===== config.mk =====
export PLATFORM = sky130hd
export DESIGN_NAME = canvas_write_scheduler
export DESIGN_NICKNAME = d
export VERILOG_FILES = /design/src/rtl/canvas_write_scheduler_pkg.sv /design/src/rtl/canvas_write_scheduler_rr_arbiter.sv /design/src/rtl/canvas_write_scheduler.sv
export SDC_FILE = /design/constraint.sdc
export NUM_CORES = 1
export LEC_CHECK = 0
export BUFFER_PORTS_ARGS = -buffer_cell sky130_fd_sc_hd__buf_2
export CORE_ASPECT_RATIO = 0.6
export CORE_MARGIN = 1
export CORE_UTILIZATION = 49
export DETAILED_ROUTE_END_ITERATION = 7
export PLACE_DENSITY = 0.92
export REMOVE_ABC_BUFFERS = 1
export SYNTH_ARGS = -nofsm -noshare
export SYNTH_HDL_FRONTEND = slang
export SYNTH_SLANG_ARGS = --single-unit

===== constraint.sdc =====
create_clock -name clk -period 2.95 [get_ports clk]
set_input_delay 0.1475 -clock clk [delete_from_list [all_inputs] [get_ports clk]]
set_output_delay 0.1475 -clock clk [all_outputs]
set_load 0.01 [all_outputs]

===== src/rtl/canvas_write_scheduler_pkg.sv =====
// Shared definitions for the canvas write scheduler.
//   COLOR_WIDTH   : bit width of one pixel colour
//   COLOR_*       : named colour constants (COLOR_NONE is the idle/reset colour)
//   sched_state_t : scheduler state (IDLE arbitrates, CLEAR sweeps the frame)
package canvas_write_scheduler_pkg;

    localparam int COLOR_WIDTH = 24;

    localparam logic [COLOR_WIDTH-1:0] COLOR_NONE  = 24'h00_00_00;
    localparam logic [COLOR_WIDTH-1:0] COLOR_WHITE = 24'hFF_FF_FF;
    localparam logic [COLOR_WIDTH-1:0] COLOR_RED   = 24'hFF_00_00;
    localparam logic [COLOR_WIDTH-1:0] COLOR_GREEN = 24'h00_FF_00;
    localparam logic [COLOR_WIDTH-1:0] COLOR_BLUE  = 24'h00_00_FF;

    typedef enum logic [0:0] {
        IDLE  = 1'b0,
        CLEAR = 1'b1
    } sched_state_t;

endpackage


===== src/rtl/canvas_write_scheduler_rr_arbiter.sv =====
// Combinational round-robin arbiter.
// Searches ptr+1, ptr+2, ... modulo N and grants the first requesting index.
// Ports:
//   req       : request vector
//   ptr       : index granted last (search starts just after it)
//   grant     : one-hot grant, all zero when no request
//   grant_idx : binary index of the granted requester (0 when no grant)
module rr_arbiter
    import canvas_write_scheduler_pkg::*;
#(
    parameter int N  = 3,
    localparam int PW = (N > 1) ? $clog2(N) : 1
) (
    input  logic [N-1:0]  req,
    input  logic [PW-1:0] ptr,
    output logic [N-1:0]  grant,
    output logic [PW-1:0] grant_idx
);

    logic [N-1:0]  grant_s;
    logic [PW-1:0] grant_idx_s;
    logic [PW-1:0] cand_s;
    logic          found_s;

    // Rotating priority search starting one past the last granted index
    always_comb begin
        grant_s     = '0;
        grant_idx_s = '0;
        cand_s      = '0;
        found_s     = 1'b0;
        for (int i = 1; i <= N; i++) begin
            cand_s = PW'((int'(ptr) + i) % N);
            if (!found_s && req[cand_s]) begin
                grant_s[cand_s] = 1'b1;
                grant_idx_s     = cand_s;
                found_s         = 1'b1;
            end else begin
                found_s = found_s;
            end
        end
    end

    assign grant     = grant_s;
    assign grant_idx = grant_idx_s;

endmodule


===== src/rtl/canvas_write_scheduler.sv =====
// Canvas write scheduler: shares one frame-buffer write port between NUM_REQ
// pixel writers using round-robin arbitration, plus a full-frame clear
// sequencer that pre-empts all writers while it sweeps.
// Optional build macro: CANVAS_SCHED_CLIP_EN -- when defined, granted requests
// whose coordinates fall outside the frame are accepted but not written.
// Ports:
//   clk, reset             : clock, synchronous active-high reset
//   req_valid/x/y/color    : packed per-requester write requests (i at [i*W +: W])
//   req_ready              : one-hot combinational grant
//   clear_start/clear_color: start pulse and colour for a full-frame clear
//   clear_busy, clear_done : registered sweep status and completion pulse
//   wr_en/x/y/color        : registered frame-buffer write (1 cycle after accept)
module canvas_write_scheduler
    import canvas_write_scheduler_pkg::*;
#(
    parameter int WIDTH   = 640,
    parameter int HEIGHT  = 480,
    parameter int NUM_REQ = 3,
    localparam int XW = $clog2(WIDTH),
    localparam int YW = $clog2(HEIGHT),
    localparam int PW = $clog2(NUM_REQ)
) (
    input  logic                           clk,
    input  logic                           reset,
    input  logic [NUM_REQ-1:0]             req_valid,
    input  logic [NUM_REQ*XW-1:0]          req_x,
    input  logic [NUM_REQ*YW-1:0]          req_y,
    input  logic [NUM_REQ*COLOR_WIDTH-1:0] req_color,
    output logic [NUM_REQ-1:0]             req_ready,
    input  logic                           clear_start,
    input  logic [COLOR_WIDTH-1:0]         clear_color,
    output logic                           clear_busy,
    output logic                           clear_done,
    output logic                           wr_en,
    output logic [XW-1:0]                  wr_x,
    output logic [YW-1:0]                  wr_y,
    output logic [COLOR_WIDTH-1:0]         wr_color
);

    sched_state_t           state_r, state_n;
    logic [PW-1:0]          rr_ptr_r, rr_ptr_n;
    logic [XW-1:0]          cx_r, cx_n;
    logic [YW-1:0]          cy_r, cy_n;
    logic [COLOR_WIDTH-1:0] clear_color_r, clear_color_n;
    logic                   wr_en_r, wr_en_n;
    logic [XW-1:0]          wr_x_r, wr_x_n;
    logic [YW-1:0]          wr_y_r, wr_y_n;
    logic [COLOR_WIDTH-1:0] wr_color_r, wr_color_n;
    logic                   clear_busy_r, clear_busy_n;
    logic                   clear_done_r, clear_done_n;

    logic [NUM_REQ-1:0]     grant_s;
    logic [PW-1:0]          grant_idx_s;
    logic [NUM_REQ-1:0]     ready_s;
    logic [XW-1:0]          sel_x_s;
    logic [YW-1:0]          sel_y_s;
    logic [COLOR_WIDTH-1:0] sel_color_s;
    logic                   in_range_s;

    rr_arbiter #(.N(NUM_REQ)) u_arb (
        .req       (req_valid),
        .ptr       (rr_ptr_r),
        .grant     (grant_s),
        .grant_idx (grant_idx_s)
    );

    // Mux out the granted requester's pixel and decide whether it is writable
    always_comb begin
        sel_x_s     = req_x[grant_idx_s*XW +: XW];
        sel_y_s     = req_y[grant_idx_s*YW +: YW];
        sel_color_s = req_color[grant_idx_s*COLOR_WIDTH +: COLOR_WIDTH];
`ifdef CANVAS_SCHED_CLIP_EN
        // One extra bit so the compare stays exact when WIDTH/HEIGHT are powers of two
        in_range_s  = ({1'b0, sel_x_s} < (XW+1)'(WIDTH)) &&
                      ({1'b0, sel_y_s} < (YW+1)'(HEIGHT));
`else
        in_range_s  = 1'b1;
`endif
    end

    // Next-state, grant and write-port logic
    always_comb begin
        state_n       = state_r;
        rr_ptr_n      = rr_ptr_r;
        cx_n          = cx_r;
        cy_n          = cy_r;
        clear_color_n = clear_color_r;
        wr_en_n       = 1'b0;
        wr_x_n        = wr_x_r;
        wr_y_n        = wr_y_r;
        wr_color_n    = wr_color_r;
        clear_done_n  = 1'b0;
        ready_s       = '0;

        case (state_r)
            IDLE: begin
                if (clear_start) begin
                    // Clear wins over any pending request this cycle
                    state_n       = CLEAR;
                    clear_color_n = clear_color;
                    cx_n          = '0;
                    cy_n          = '0;
                end else if (|grant_s) begin
                    ready_s  = grant_s;
                    rr_ptr_n = grant_idx_s;
                    if (in_range_s) begin
                        wr_en_n    = 1'b1;
                        wr_x_n     = sel_x_s;
                        wr_y_n     = sel_y_s;
                        wr_color_n = sel_color_s;
                    end else begin
                        wr_en_n = 1'b0;
                    end
                end else begin
                    ready_s = '0;
                end
            end
            CLEAR: begin
                wr_en_n    = 1'b1;
                wr_x_n     = cx_r;
                wr_y_n     = cy_r;
                wr_color_n = clear_color_r;
                // Explicit wrap compares: frame dimensions need not be powers of two
                if (cx_r == XW'(WIDTH - 1)) begin
                    cx_n = '0;
                    if (cy_r == YW'(HEIGHT - 1)) begin
                        cy_n         = '0;
                        state_n      = IDLE;
                        clear_done_n = 1'b1;
                    end else begin
                        cy_n = cy_r + YW'(1);
                    end
                end else begin
                    cx_n = cx_r + XW'(1);
                end
            end
            default: begin
                state_n = IDLE;
            end
        endcase

        clear_busy_n = (state_n == CLEAR);
    end

    // State and output registers
    always_ff @(posedge clk) begin
        if (reset) begin
            state_r       <= IDLE;
            rr_ptr_r      <= PW'(NUM_REQ - 1);
            cx_r          <= '0;
            cy_r          <= '0;
            clear_color_r <= COLOR_NONE;
            wr_en_r       <= 1'b0;
            wr_x_r        <= '0;
            wr_y_r        <= '0;
            wr_color_r    <= COLOR_NONE;
            clear_busy_r  <= 1'b0;
            clear_done_r  <= 1'b0;
        end else begin
            state_r       <= state_n;
            rr_ptr_r      <= rr_ptr_n;
            cx_r          <= cx_n;
            cy_r          <= cy_n;
            clear_color_r <= clear_color_n;
            wr_en_r       <= wr_en_n;
            wr_x_r        <= wr_x_n;
            wr_y_r        <= wr_y_n;
            wr_color_r    <= wr_color_n;
            clear_busy_r  <= clear_busy_n;
            clear_done_r  <= clear_done_n;
        end
    end

    assign req_ready  = ready_s;
    assign wr_en      = wr_en_r;
    assign wr_x       = wr_x_r;
    assign wr_y       = wr_y_r;
    assign wr_color   = wr_color_r;
    assign clear_busy = clear_busy_r;
    assign clear_done = clear_done_r;

endmodule


==> impl_metrics.py, run 1 <==
metrics = {
    "detailed_routing": {
        "routed_via_density": 5.52,
        "drtAntennaViolNets": 0,
        "drt-initial-drc-count": 389,
        "wl_per_cell_um": 15.2,
        "drc": 0,
        "dr.pass1.iters": 5,
        "vias": 5214,
        "routed_wirelength_mm": 14.4,
    },
    "power": {
        "ir_drop_v": 0.000399,
        "powerDensity_mw_per_mm2": 664,
        "p_leak_uw": 0.00295,
    },
    "layout": {
        "fin_nets": 971,
        "diodes": 0,
        "areaGrowthSynthToFinish_pct": 31.0,
        "fillCellCount": 797,
        "utilization_pct": 66.4,
        "layout-drive-gt1-share_pct": 31.6,
        "final-instance-count-excl-fill": 945,
    },
    "clock_network": {
        "insertion_delay_ps": 340,
        "tritoncts": "yes",
        "cts_max_path_buffers": 2,
        "numCtsBuffers": 9,
        "cts_hold_buf": 0,
        "root_buffer": "clkbuf_16",
        "numClockSinks": 91,
        "cts_max_level": 3,
        "clk_pin_slew_ps": 60,
    },
    "grt": {
        "grt_pass1_vias": 4525,
        "grt_usage_pct": 26.5,
        "antenna_found_initial": 0,
        "grt_max_degree": 47,
        "grt_first_pass_wirelength_mm": 22.4,
        "grt_overflow": 0,
    },
    "synthesis": {
        "syn_area_mm2": 0.00500,
        "synth_edf_count": 0,
        "ys.flop_type": "dfxtp_1",
        "synth.avg_cell_area_um2": 8.08,
        "ys_types": 53,
        "synthArstFlopShare_pct": 0,
        "ys_seq_area_share_pct": 36.4,
        "synth_warnings": 0,
        "ys_ff_latch": 91,
        "netlist_instances": 619,
    },
    "timing": {
        "skew_ps": 7.71,
        "finalMaxSlewViolations": 0,
        "tightest_slew_ps": 1010,
        "post-route-min-period_ps": 2800,
        "maxSlewHeadroom_pct": 32.6,
        "fin_crit_sh_pct": 94.8,
        "setup_viol": 0,
        "hold_violations": 0,
        "clock.fmax_ghz": 0.358,
    },
    "setup_path": {
        "end_kind": "flip-flop",
        "worstPathArrival_ps": 3020,
        "path_class": "reg2reg",
        "cp.required_ps": 3170,
        "cp-start-kind": "flip-flop",
        "cp-startpoint": "rr_ptr_r[1]",
        "rr_startpoint": "rr_ptr_r[1]",
        "crit_fanout": 17,
    },
    "die": {
        "start_util_pct": 50.6,
        "die-area_mm2": 0.0106,
        "dieWidth_um": 132,
        "core-area_mm2": 0.00988,
        "fp.dieH_um": 80.3,
        "io_pins": 208,
        "std_cell_rows": 28,
    },
    "placed_design": {
        "dpl.hpwl_mm": 10.5,
        "dpl.cell_count": 929,
        "portBuffers": 207,
        "gp_congestion": 0.903,
    },
    "worst_hold_path": {
        "hp-class": "in2reg",
        "worstHoldStart": "clear_color[3]",
    },
    "outcome": {
        "status": "finished clean",
    },
    "job": {
        "max-cap-violations": 0,
    },
}
stage by stage:
step / worst slack [ps] / hold slack, ps / area [um^2] / TNS [ps] / power (uW)
4_1_cts: 7.96 / 36.6 / 6510 / 0 / 4330
5_1_grt: -55.4 / 38.3 / 6560 / -292 / 4570
3_3_place_gp: 160 / 389 / 6130 / 0 / 2840
2_1_floorplan: -4020 / 215 / 4760 / -165830 / 2380
6_report: 154 / 45.8 / 6560 / 0 / 4360
3_5_place_dp: 36.0 / 393 / 6130 / 0 / 2870
synthesized netlist by cell type (3+ instances only):
cell type / count / share of area (%)
and3_1: 9 / 1.1
nand4_1: 3 / 0.38
nor3_1: 3 / 0.30
a21oi_1: 109 / 11
o21ai_0: 16 / 1.6
inv_1: 7 / 0.53
a221o_1: 17 / 3.4
nand2_1: 88 / 6.6
mux2i_1: 46 / 9.2
nand2b_1: 3 / 0.38
or2_2: 4 / 0.50
buf_6: 4 / 0.90
ha_1: 6 / 1.5
nand3_1: 6 / 0.60
buf_2: 7 / 0.70
nor2_1: 45 / 3.4
o211ai_1: 27 / 4.1
nor2b_1: 34 / 4.3
buf_1: 4 / 0.30
a22oi_1: 5 / 0.75
dfxtp_1: 91 / 36
and2_1: 20 / 2.5
clkbuf_1: 24 / 1.8
buf_4: 3 / 0.45
flip-flops by register name, indices dropped and copies added (netlist names):
| register | cells |
|---|---|
| wr_x | 10 |
| wr_y | 9 |
| cy_r | 9 |
| rr_ptr_r | 2 |
| clear_busy | 1 |
| cx_r | 10 |
| wr_en | 1 |
| wr_color | 24 |
| clear_color_r | 24 |
| clear_done | 1 |
power breakdown:
part | switching (uW) | leakage (uW) | internal, uW
Combinational | 804 | 0.00202 | 650
Clock | 468 | 0.000183 | 995
Sequential | 72.4 | 0.000745 | 1370
Total | 1340 | 0.00295 | 3010
critical path, stage by stage (launching register included):
cell	delay, ps
dfxtp_1	350
inv_1	110
ha_2	260
mux2_4	330
a22oi_1	300
nor2_1	120
a21oi_1	290
a31oi_2	200
and2b_1	210
buf_4	200
a221o_1	310
routing by layer:
| layer | routed length (um) | GRT usage (%) |
|---|---|---|
| met5 | 0 | 0 |
| met3 | 1050 | 5.11 |
| met4 | 172 | 6.44 |
| met2 | 6730 | 44.8 |
| met1 | 6420 | 34.8 |
placed cells by master (no fill, tap or decap), types with 17 or more instances in the layout:
master / count
mux2i_1: 45
nor2_1: 45
and2_1: 20
nor2b_1: 32
dfxtp_1: 91
a221o_1: 17
buf_2: 207
nand2_1: 88
a21oi_1: 109
o211ai_1: 27
cell type report:
class / count / area, um^2 / area share, %
multi-input cells: 476 / 2960 / 45.2
clock buffers: 10 / 229 / 3.49
clock inverters: 5 / 150 / 2.29
flip-flops and latches: 91 / 1820 / 27.8
repair buffers: 221 / 1200 / 18.3
inverters: 7 / 26.3 / 0.401
well taps: 135 / 169 / 2.58
cells by family after synthesis:
| logic type | count (synthesis) | share of synthesized area (%) |
|---|---|---|
| flops | 91 | 36.4 |
| fa+ha+maj | 6 | 1.50 |
| simple gates | 231 | 22.8 |
| compound gates | 190 | 23.9 |
| mux | 49 | 10.0 |
| buf+inv | 52 | 5.38 |
path summary, 6_finish.rpt:
path / end / slack [ps] / cells after the start
setup / recovery: wr_color[2] / 150 / 10
hold / removal: clear_color_r[3] / 50 / 3
setup reg to reg: wr_color[2] / 150 / 10
hold reg to reg: wr_x[3] / 450 / 2
what timing repair did:
| item | CTS | global route |
|---|---|---|
| setup endpoints to repair | 0 | 41 |
| setup buffers | 0 | 1 |
| gates resized for setup | 0 | 8 |
(Power assumes the default switching activity.)
==> run 2, diff against run 1 <==
Settings changed: ABC_AREA set to 1, BUFFER_PORTS_ARGS -buffer_cell sky130_fd_sc_hd__buf_2 to unset, CORE_UTILIZATION 49 to 60, DONT_BUFFER_PORTS set to 1, PLACE_DENSITY 0.92 to 0.76.
==> run 2 against run 1 <==
  * Count of clock-buffer cells in the layout up 1
  * Clock skew down 3.1 ps
  * Via count up 15%
  * Critical path type unchanged
  * Fmax up 1.2%
==> impl_metrics.py, run 2 <==
metrics = {
    "clock_network": {
        "cts_max_level": 3,
        "cts_max_path_buffers": 2,
        "root_buffer": "clkbuf_16",
        "clk_pin_slew_ps": 60,
        "insertion_delay_ps": 340,
        "tritoncts": "yes",
        "numCtsBuffers": 9,
        "numClockSinks": 91,
    },
    "setup_path": {
        "crit_path_frequent_cell": "nand2_1",
        "path_class": "reg2reg",
        "reg2reg_slack_ps": 190,
        "rr_startpoint": "rr_ptr_r[0]",
        "r2r_end": "wr_x[9]",
        "setup.worst_path.end": "wr_x[9]",
        "worstPathArrival_ps": 3040,
        "cp.required_ps": 3230,
        "path_depth": 13,
        "crit_chain": "inv_1 > ha_1 > inv_2 > nand2_1 > nand3_2 > nand2_2 > nand4_1 > nand2_2 > buf_12 > o211ai_1 > nand2_1 > nand2_1 > a21oi_1",
        "cp-start-kind": "flip-flop",
        "path_buf_inv": 3,
        "crit_fanout": 29,
        "reg2regPathDepth": 13,
        "cpLargestDelayFamily": "simple AND/OR/NAND/NOR gates",
        "end_kind": "flip-flop",
        "cp_slowest_cell": "ha_1",
        "cpPeakStageDelay_ps": 450,
        "cp-startpoint": "rr_ptr_r[0]",
    },
    "power": {
        "combPwrFrac_pct": 43.8,
        "clockPowerShare_pct": 22.2,
        "power.switching_uw": 2480,
        "swShare_pct": 43.8,
        "finalPower_uw": 5680,
        "p_leak_uw": 0.00287,
        "seq_power_share_pct": 34.0,
        "powerDensity_mw_per_mm2": 917,
        "ir_drop_v": 0.000513,
        "p_int_uw": 3190,
    },
    "layout": {
        "final-instance-count-excl-fill": 1007,
        "fillCellCount": 782,
        "multi_input_area_mm2": 0.00308,
        "areaGrowthSynthToFinish_pct": 10.0,
        "final_cell_area_mm2": 0.00619,
        "fin_nets": 1054,
        "final_cell_mix": "nand2_1 (212), nand3_1 (158), inv_1 (132)",
        "layout-drive-gt1-share_pct": 7.05,
        "mostFrequentLayoutCell": "nand2_1",
        "ff_latch_area_mm2": 0.00182,
    },
    "synthesis": {
        "ys_ff_latch": 91,
        "post-synth-top-count-cell": "nand2_1",
        "yosysTopAreaCell": "dfxtp_1",
        "synth_edf_count": 0,
        "synth.area.top_cells": "dfxtp_1 (32%), nand3_1 (14%), nand2_1 (14%), inv_1 (8.8%), a21oi_1 (7.0%)",
        "synth_common_cells": "nand2_1 (212), nand3_1 (159), inv_1 (132)",
        "ys_types": 29,
        "synth_warnings": 0,
        "netlist_instances": 907,
        "ys_seq_area_share_pct": 32.4,
        "synthArstFlopShare_pct": 0,
        "synth_top_area_share_pct": 32.4,
        "ys.flop_type": "dfxtp_1",
        "syn_area_mm2": 0.00563,
        "synth.avg_cell_area_um2": 6.20,
    },
    "timing": {
        "hold_violations": 0,
        "clock.fmax_ghz": 0.362,
        "skew_ps": 4.60,
        "tightest_slew_ps": 1090,
        "post-route-min-period_ps": 2760,
        "maxSlewHeadroom_pct": 26.7,
        "setup_viol": 0,
        "fin_crit_sh_pct": 93.7,
        "finalMaxSlewViolations": 0,
        "whs_ps": 0.664,
        "rsz0062_at_grt": "false",
    },
    "placed_design": {
        "gp_congestion": 0.948,
        "dpl.cell_count": 977,
        "placed_cell_area_mm2": 0.00569,
        "portBuffers": 0,
        "dpl.hpwl_mm": 11.0,
    },
    "grt": {
        "grt_usage_pct": 33.3,
        "antenna_found_initial": 1,
        "grt_max_degree": 65,
        "grt_overflow": 0,
        "grt_pass1_vias": 5490,
        "grt_first_pass_wirelength_mm": 26.0,
    },
    "detailed_routing": {
        "dr.pass1.iters": 5,
        "wl_per_cell_um": 16.3,
        "routed_via_density": 5.93,
        "drtAntennaViolNets": 0,
        "drc": 0,
        "routed_wirelength_mm": 16.4,
        "vias": 5972,
        "drt-initial-drc-count": 434,
    },
    "worst_hold_path": {
        "hold_depth": 2,
        "hp-class": "in2reg",
    },
    "die": {
        "io_pins": 208,
        "core-area_mm2": 0.00878,
        "fp.dieH_um": 77.0,
        "dieWidth_um": 127,
        "start_util_pct": 64.1,
        "die-area_mm2": 0.00978,
        "std_cell_rows": 26,
    },
    "outcome": {
        "status": "finished clean",
    },
    "job": {
        "max-cap-violations": 0,
    },
}
==> run 2: metrics by stage <==
step           setup TNS (ps)  setup slack, ps  utilization (%)
2_1_floorplan          -20320             -474                -
3_3_place_gp                0              291             64.8
3_5_place_dp                0             8.11             64.8
4_1_cts                     0             57.1             69.9
5_1_grt                     0             5.95             70.5
6_report                    0              186             70.5
==> run 2: worst reg2reg max path: cells and delay by family, from the launching register on <==
kind | cells | cell delay, ps
simple gates | 7 | 1180
flops | 1 | 380
compound gates | 2 | 250
buf+inv | 3 | 450
fa+ha+maj | 1 | 450
==> run 2: worst min path at each step <==
stage	from	endpoint	slack (ps)
floorplan	reset	cx_r[1]	220
global placement	reset	wr_x[3]	230
detailed placement	reset	wr_x[2]	230
CTS	clear_color[3]	clear_color_r[3]	0.2
global route	clear_color[12]	clear_color_r[12]	20
finish	clear_color[4]	clear_color_r[4]	0.7
==> run 2: power by group through the flow <==
stage,sequential (uW),clock [uW],combinational [uW]
3_5_place_dp,1960,0,2340
4_1_cts,1930,1270,2400
3_3_place_gp,1950,0,2240
2_1_floorplan,1870,0,1690
5_1_grt,1960,1320,2790
6_report,1930,1260,2490
==> run 2: final cells by class <==
cell class / instances / share of cell area (%)
Antenna cell: 1 / 0.0404
Sequential cell: 91 / 29.4
Timing Repair Buffer: 29 / 4.99
Clock buffer: 11 / 4.08
Tap cell: 112 / 2.26
Clock inverter: 5 / 1.21
Multi-Input combinational cell: 622 / 49.7
Inverter: 136 / 8.26
==> run 2: routing by layer <==
metal / global-route usage, % / wire length [um]
met4: 12.3 / 387
met2: 57.5 / 7660
met3: 7.96 / 1450
met5: 0 / 0
met1: 40.4 / 6890
==> run 2: cell families after synthesis <==
family                     synth area share [%]
AOI/OAI and AO/OA                          15.3
xor gates and xnor gates                  0.311
adders and majority gates                  1.33
buffers and inverters                      13.4
DFF                                        32.4
and+or+nand+nor                            37.2
==> run 2: repair_timing <==
| action | in CTS | in global routing |
|---|---|---|
| buffers inserted | 0 | 3 |
| cloned | 0 | 0 |
| resized for setup | 1 | 6 |
| pin swaps | 0 | 1 |
| setup endpoints to repair | 24 | 40 |
| hold buffers | 10 | 0 |
| hold endpoints to repair | 68 | 0 |
==> run 3, diff against run 2 <==
Settings changed: SYNTH_HIERARCHICAL set to 1.
==> run 3 against run 2 <==
  * First-iteration DRC count increased by 5.3%
  * Die area decreased by 7.5%
  * Register-to-register slack improved by 70 ps
  * Cell area decreased by 6.4%
  * Via count decreased by 7.9%
  * Critical endpoint is now wr_x[1]
  * Power increased by 21%
  * Fmax increased by 2.6%
  * Core utilization increased by 0.79 points
  * Highest routed layer unchanged
  * Sequential cell count unchanged
  * Sequential power decreased by 5%
==> impl_metrics.py, run 3 <==
metrics = {
    "power": {
        "clockPowerShare_pct": 18.3,
        "powerDensity_mw_per_mm2": 1180,
        "swShare_pct": 49.2,
        "combPwrFrac_pct": 55.0,
        "seq_power_share_pct": 26.7,
        "p_int_uw": 3480,
        "power.switching_uw": 3380,
        "ir_drop_v": 0.000723,
        "p_leak_uw": 0.00247,
    },
    "setup_path": {
        "end_kind": "flip-flop",
        "cp_slowest_cell": "ha_1",
        "crit_chain": "inv_1 > ha_1 > o21ai_1 > nand2_4 > inv_2 > nand2_1 > nand2_1 > inv_2 > nand2_1 > inv_1 > nand3_1 > o21ai_4 > buf_12 > inv_4 > nand3_1 > a21oi_1",
        "worstPathArrival_ps": 2960,
        "reg2regPathDepth": 16,
        "cpPeakStageDelay_ps": 400,
        "path_class": "reg2reg",
        "cp-startpoint": "rr_ptr_r[0]",
        "rr_startpoint": "rr_ptr_r[0]",
        "r2r_end": "wr_x[1]",
        "cp-start-kind": "flip-flop",
        "cp.required_ps": 3220,
        "reg2reg_slack_ps": 260,
        "crit_path_frequent_cell": "nand2_1",
        "crit_fanout": 33,
    },
    "detailed_routing": {
        "dr.pass1.iters": 7,
        "drc": 0,
        "routed_wirelength_mm": 15.0,
        "drt-initial-drc-count": 457,
        "vias": 5502,
        "routed_via_density": 5.79,
        "wl_per_cell_um": 15.7,
        "drtAntennaViolNets": 0,
    },
    "synthesis": {
        "synthArstFlopShare_pct": 0,
        "ys_ff_latch": 91,
        "synth_top_area_share_pct": 35.1,
        "post-synth-top-count-cell": "nand2_1",
        "synth.avg_cell_area_um2": 6.23,
        "ys_types": 34,
        "ys.flop_type": "dfxtp_1",
        "synth.area.top_cells": "dfxtp_1 (35%), nand2_1 (22%), nand3_1 (8.1%), nor2_1 (6.4%), o21ai_0 (6.0%)",
        "ys_seq_area_share_pct": 35.1,
        "synth_common_cells": "nand2_1 (301), dfxtp_1 (91), nor2_1 (88)",
        "syn_area_mm2": 0.00519,
        "netlist_instances": 834,
        "synth_warnings": 6,
        "synth_edf_count": 0,
        "yosysTopAreaCell": "dfxtp_1",
    },
    "clock_network": {
        "insertion_delay_ps": 340,
        "numClockSinks": 91,
        "tritoncts": "yes",
        "cts_max_path_buffers": 2,
        "cts_resized": 0,
        "root_buffer": "clkbuf_16",
        "cts_setup_buffers": 0,
        "cts_max_level": 3,
        "numCtsBuffers": 9,
        "clk_pin_slew_ps": 70,
    },
    "layout": {
        "fillCellCount": 697,
        "diodes": 0,
        "final_cell_mix": "nand2_1 (301), dfxtp_1 (90), nor2_1 (88)",
        "final-instance-count-excl-fill": 951,
        "areaGrowthSynthToFinish_pct": 11.6,
        "layout-drive-gt1-share_pct": 7.95,
        "fin_nets": 1003,
        "final_cell_area_mm2": 0.00580,
        "mostFrequentLayoutCell": "nand2_1",
    },
    "timing": {
        "hold_violations": 0,
        "maxSlewHeadroom_pct": 33.5,
        "setup_viol": 0,
        "clock.fmax_ghz": 0.371,
        "skew_ps": 6.47,
        "tightest_slew_ps": 996,
        "fin_crit_sh_pct": 91.3,
        "finalMaxSlewViolations": 0,
        "post-route-min-period_ps": 2690,
        "rsz0062_at_grt": "false",
    },
    "placed_design": {
        "placed_cell_area_mm2": 0.00519,
        "dpl.hpwl_mm": 10.1,
        "portBuffers": 0,
        "gp_congestion": 0.890,
        "dpl.cell_count": 909,
    },
    "worst_hold_path": {
        "min_to": "wr_y[4]",
        "hp-class": "in2reg",
        "worstHoldStart": "req_y[22]",
        "hold_depth": 4,
    },
    "grt": {
        "grt_first_pass_wirelength_mm": 22.5,
        "grt_pass1_vias": 4732,
        "grt_max_degree": 57,
        "antenna_found_initial": 0,
        "grt_usage_pct": 32.2,
        "grt_overflow": 0,
    },
    "die": {
        "std_cell_rows": 25,
        "io_pins": 208,
        "die-area_mm2": 0.00905,
        "fp.dieH_um": 74.1,
        "core-area_mm2": 0.00813,
        "start_util_pct": 63.9,
        "dieWidth_um": 122,
    },
    "job": {
        "max-cap-violations": 0,
    },
    "outcome": {
        "status": "finished clean",
    },
}
## run 3: area by class of cell
cell class	count	area [um^2]	area share (%)
timing repair buffer	39	388	6.69
tap	108	135	2.33
clock buffer	9	225	3.88
clock inverter	7	101	1.75
inverter	45	171	2.96
sequential	91	1820	31.4
multi-input combinational	652	2950	50.9
## run 3: power groups by stage
| stage | registers (uW) | clock network, uW | logic [uW] |
|---|---|---|---|
| floorplan | 1780 | 0 | 2610 |
| global placement | 1850 | 0 | 3500 |
| detailed placement | 1850 | 0 | 3670 |
| CTS | 1830 | 1260 | 3730 |
| global route | 1850 | 1310 | 4280 |
| finish | 1830 | 1250 | 3770 |
## run 3: metrics by stage
step / worst slack, ps / hold WS (ps) / util [%] / TNS [ps] / total power, uW
detailed placement: 321 / 226 / 63.9 / 0 / 5520
finish: 257 / 69.7 / 71.3 / 0 / 6860
global placement: 482 / 228 / 63.9 / 0 / 5350
floorplan: -706 / 217 / - / -26040 / 4390
CTS: 303 / 71.6 / 71.3 / 0 / 6820
global route: 27.6 / 98.6 / 71.3 / 0 / 7440
## run 3: cells by family after synthesis
| family | after synthesis | synth area share, % |
|---|---|---|
| simple gates | 511 | 41.6 |
| compound gates | 135 | 13.8 |
| flops | 91 | 35.1 |
| fa+ha+maj | 6 | 1.45 |
| buf+inv | 91 | 8.16 |
## run 3: worst max path at each step
stage | to | slack (ps) | cells past startpoint
floorplan | wr_color[19] | -710 | 14
global placement | wr_y[5] | 480 | 15
detailed placement | wr_x[1] | 320 | 16
CTS | wr_x[1] | 300 | 16
global route | wr_color[11] | 30 | 16
finish | wr_x[1] | 260 | 16
## run 3: timing repair
| action | 4_1_cts | 5_1_grt |
|---|---|---|
| hold buffers | 26 | 0 |
| setup endpoints to repair | 0 | 0 |
| endpoints found under the hold margin | 81 | 0 |
## run 3: layer usage
| metal | GRT usage, % | wire length, um | up-vias |
|---|---|---|---|
| li1 | - | - | 2698 |
| met1 | 39.6 | 6290 | 2510 |
| met2 | 56.2 | 7050 | 267 |
| met3 | 8.36 | 1390 | 27 |
| met4 | 9.62 | 247 | 0 |
| met5 | 0 | 0 | - |
## run 3: critical path: cells and delay by family (launching register included)
kind | cells | cell delay (ps)
buffers and inverters | 6 | 720
AND/OR/NAND/NOR | 6 | 600
AO/OA/AOI/OAI | 3 | 510
adder cells (fa/ha/maj) | 1 | 400
flip-flops | 1 | 380
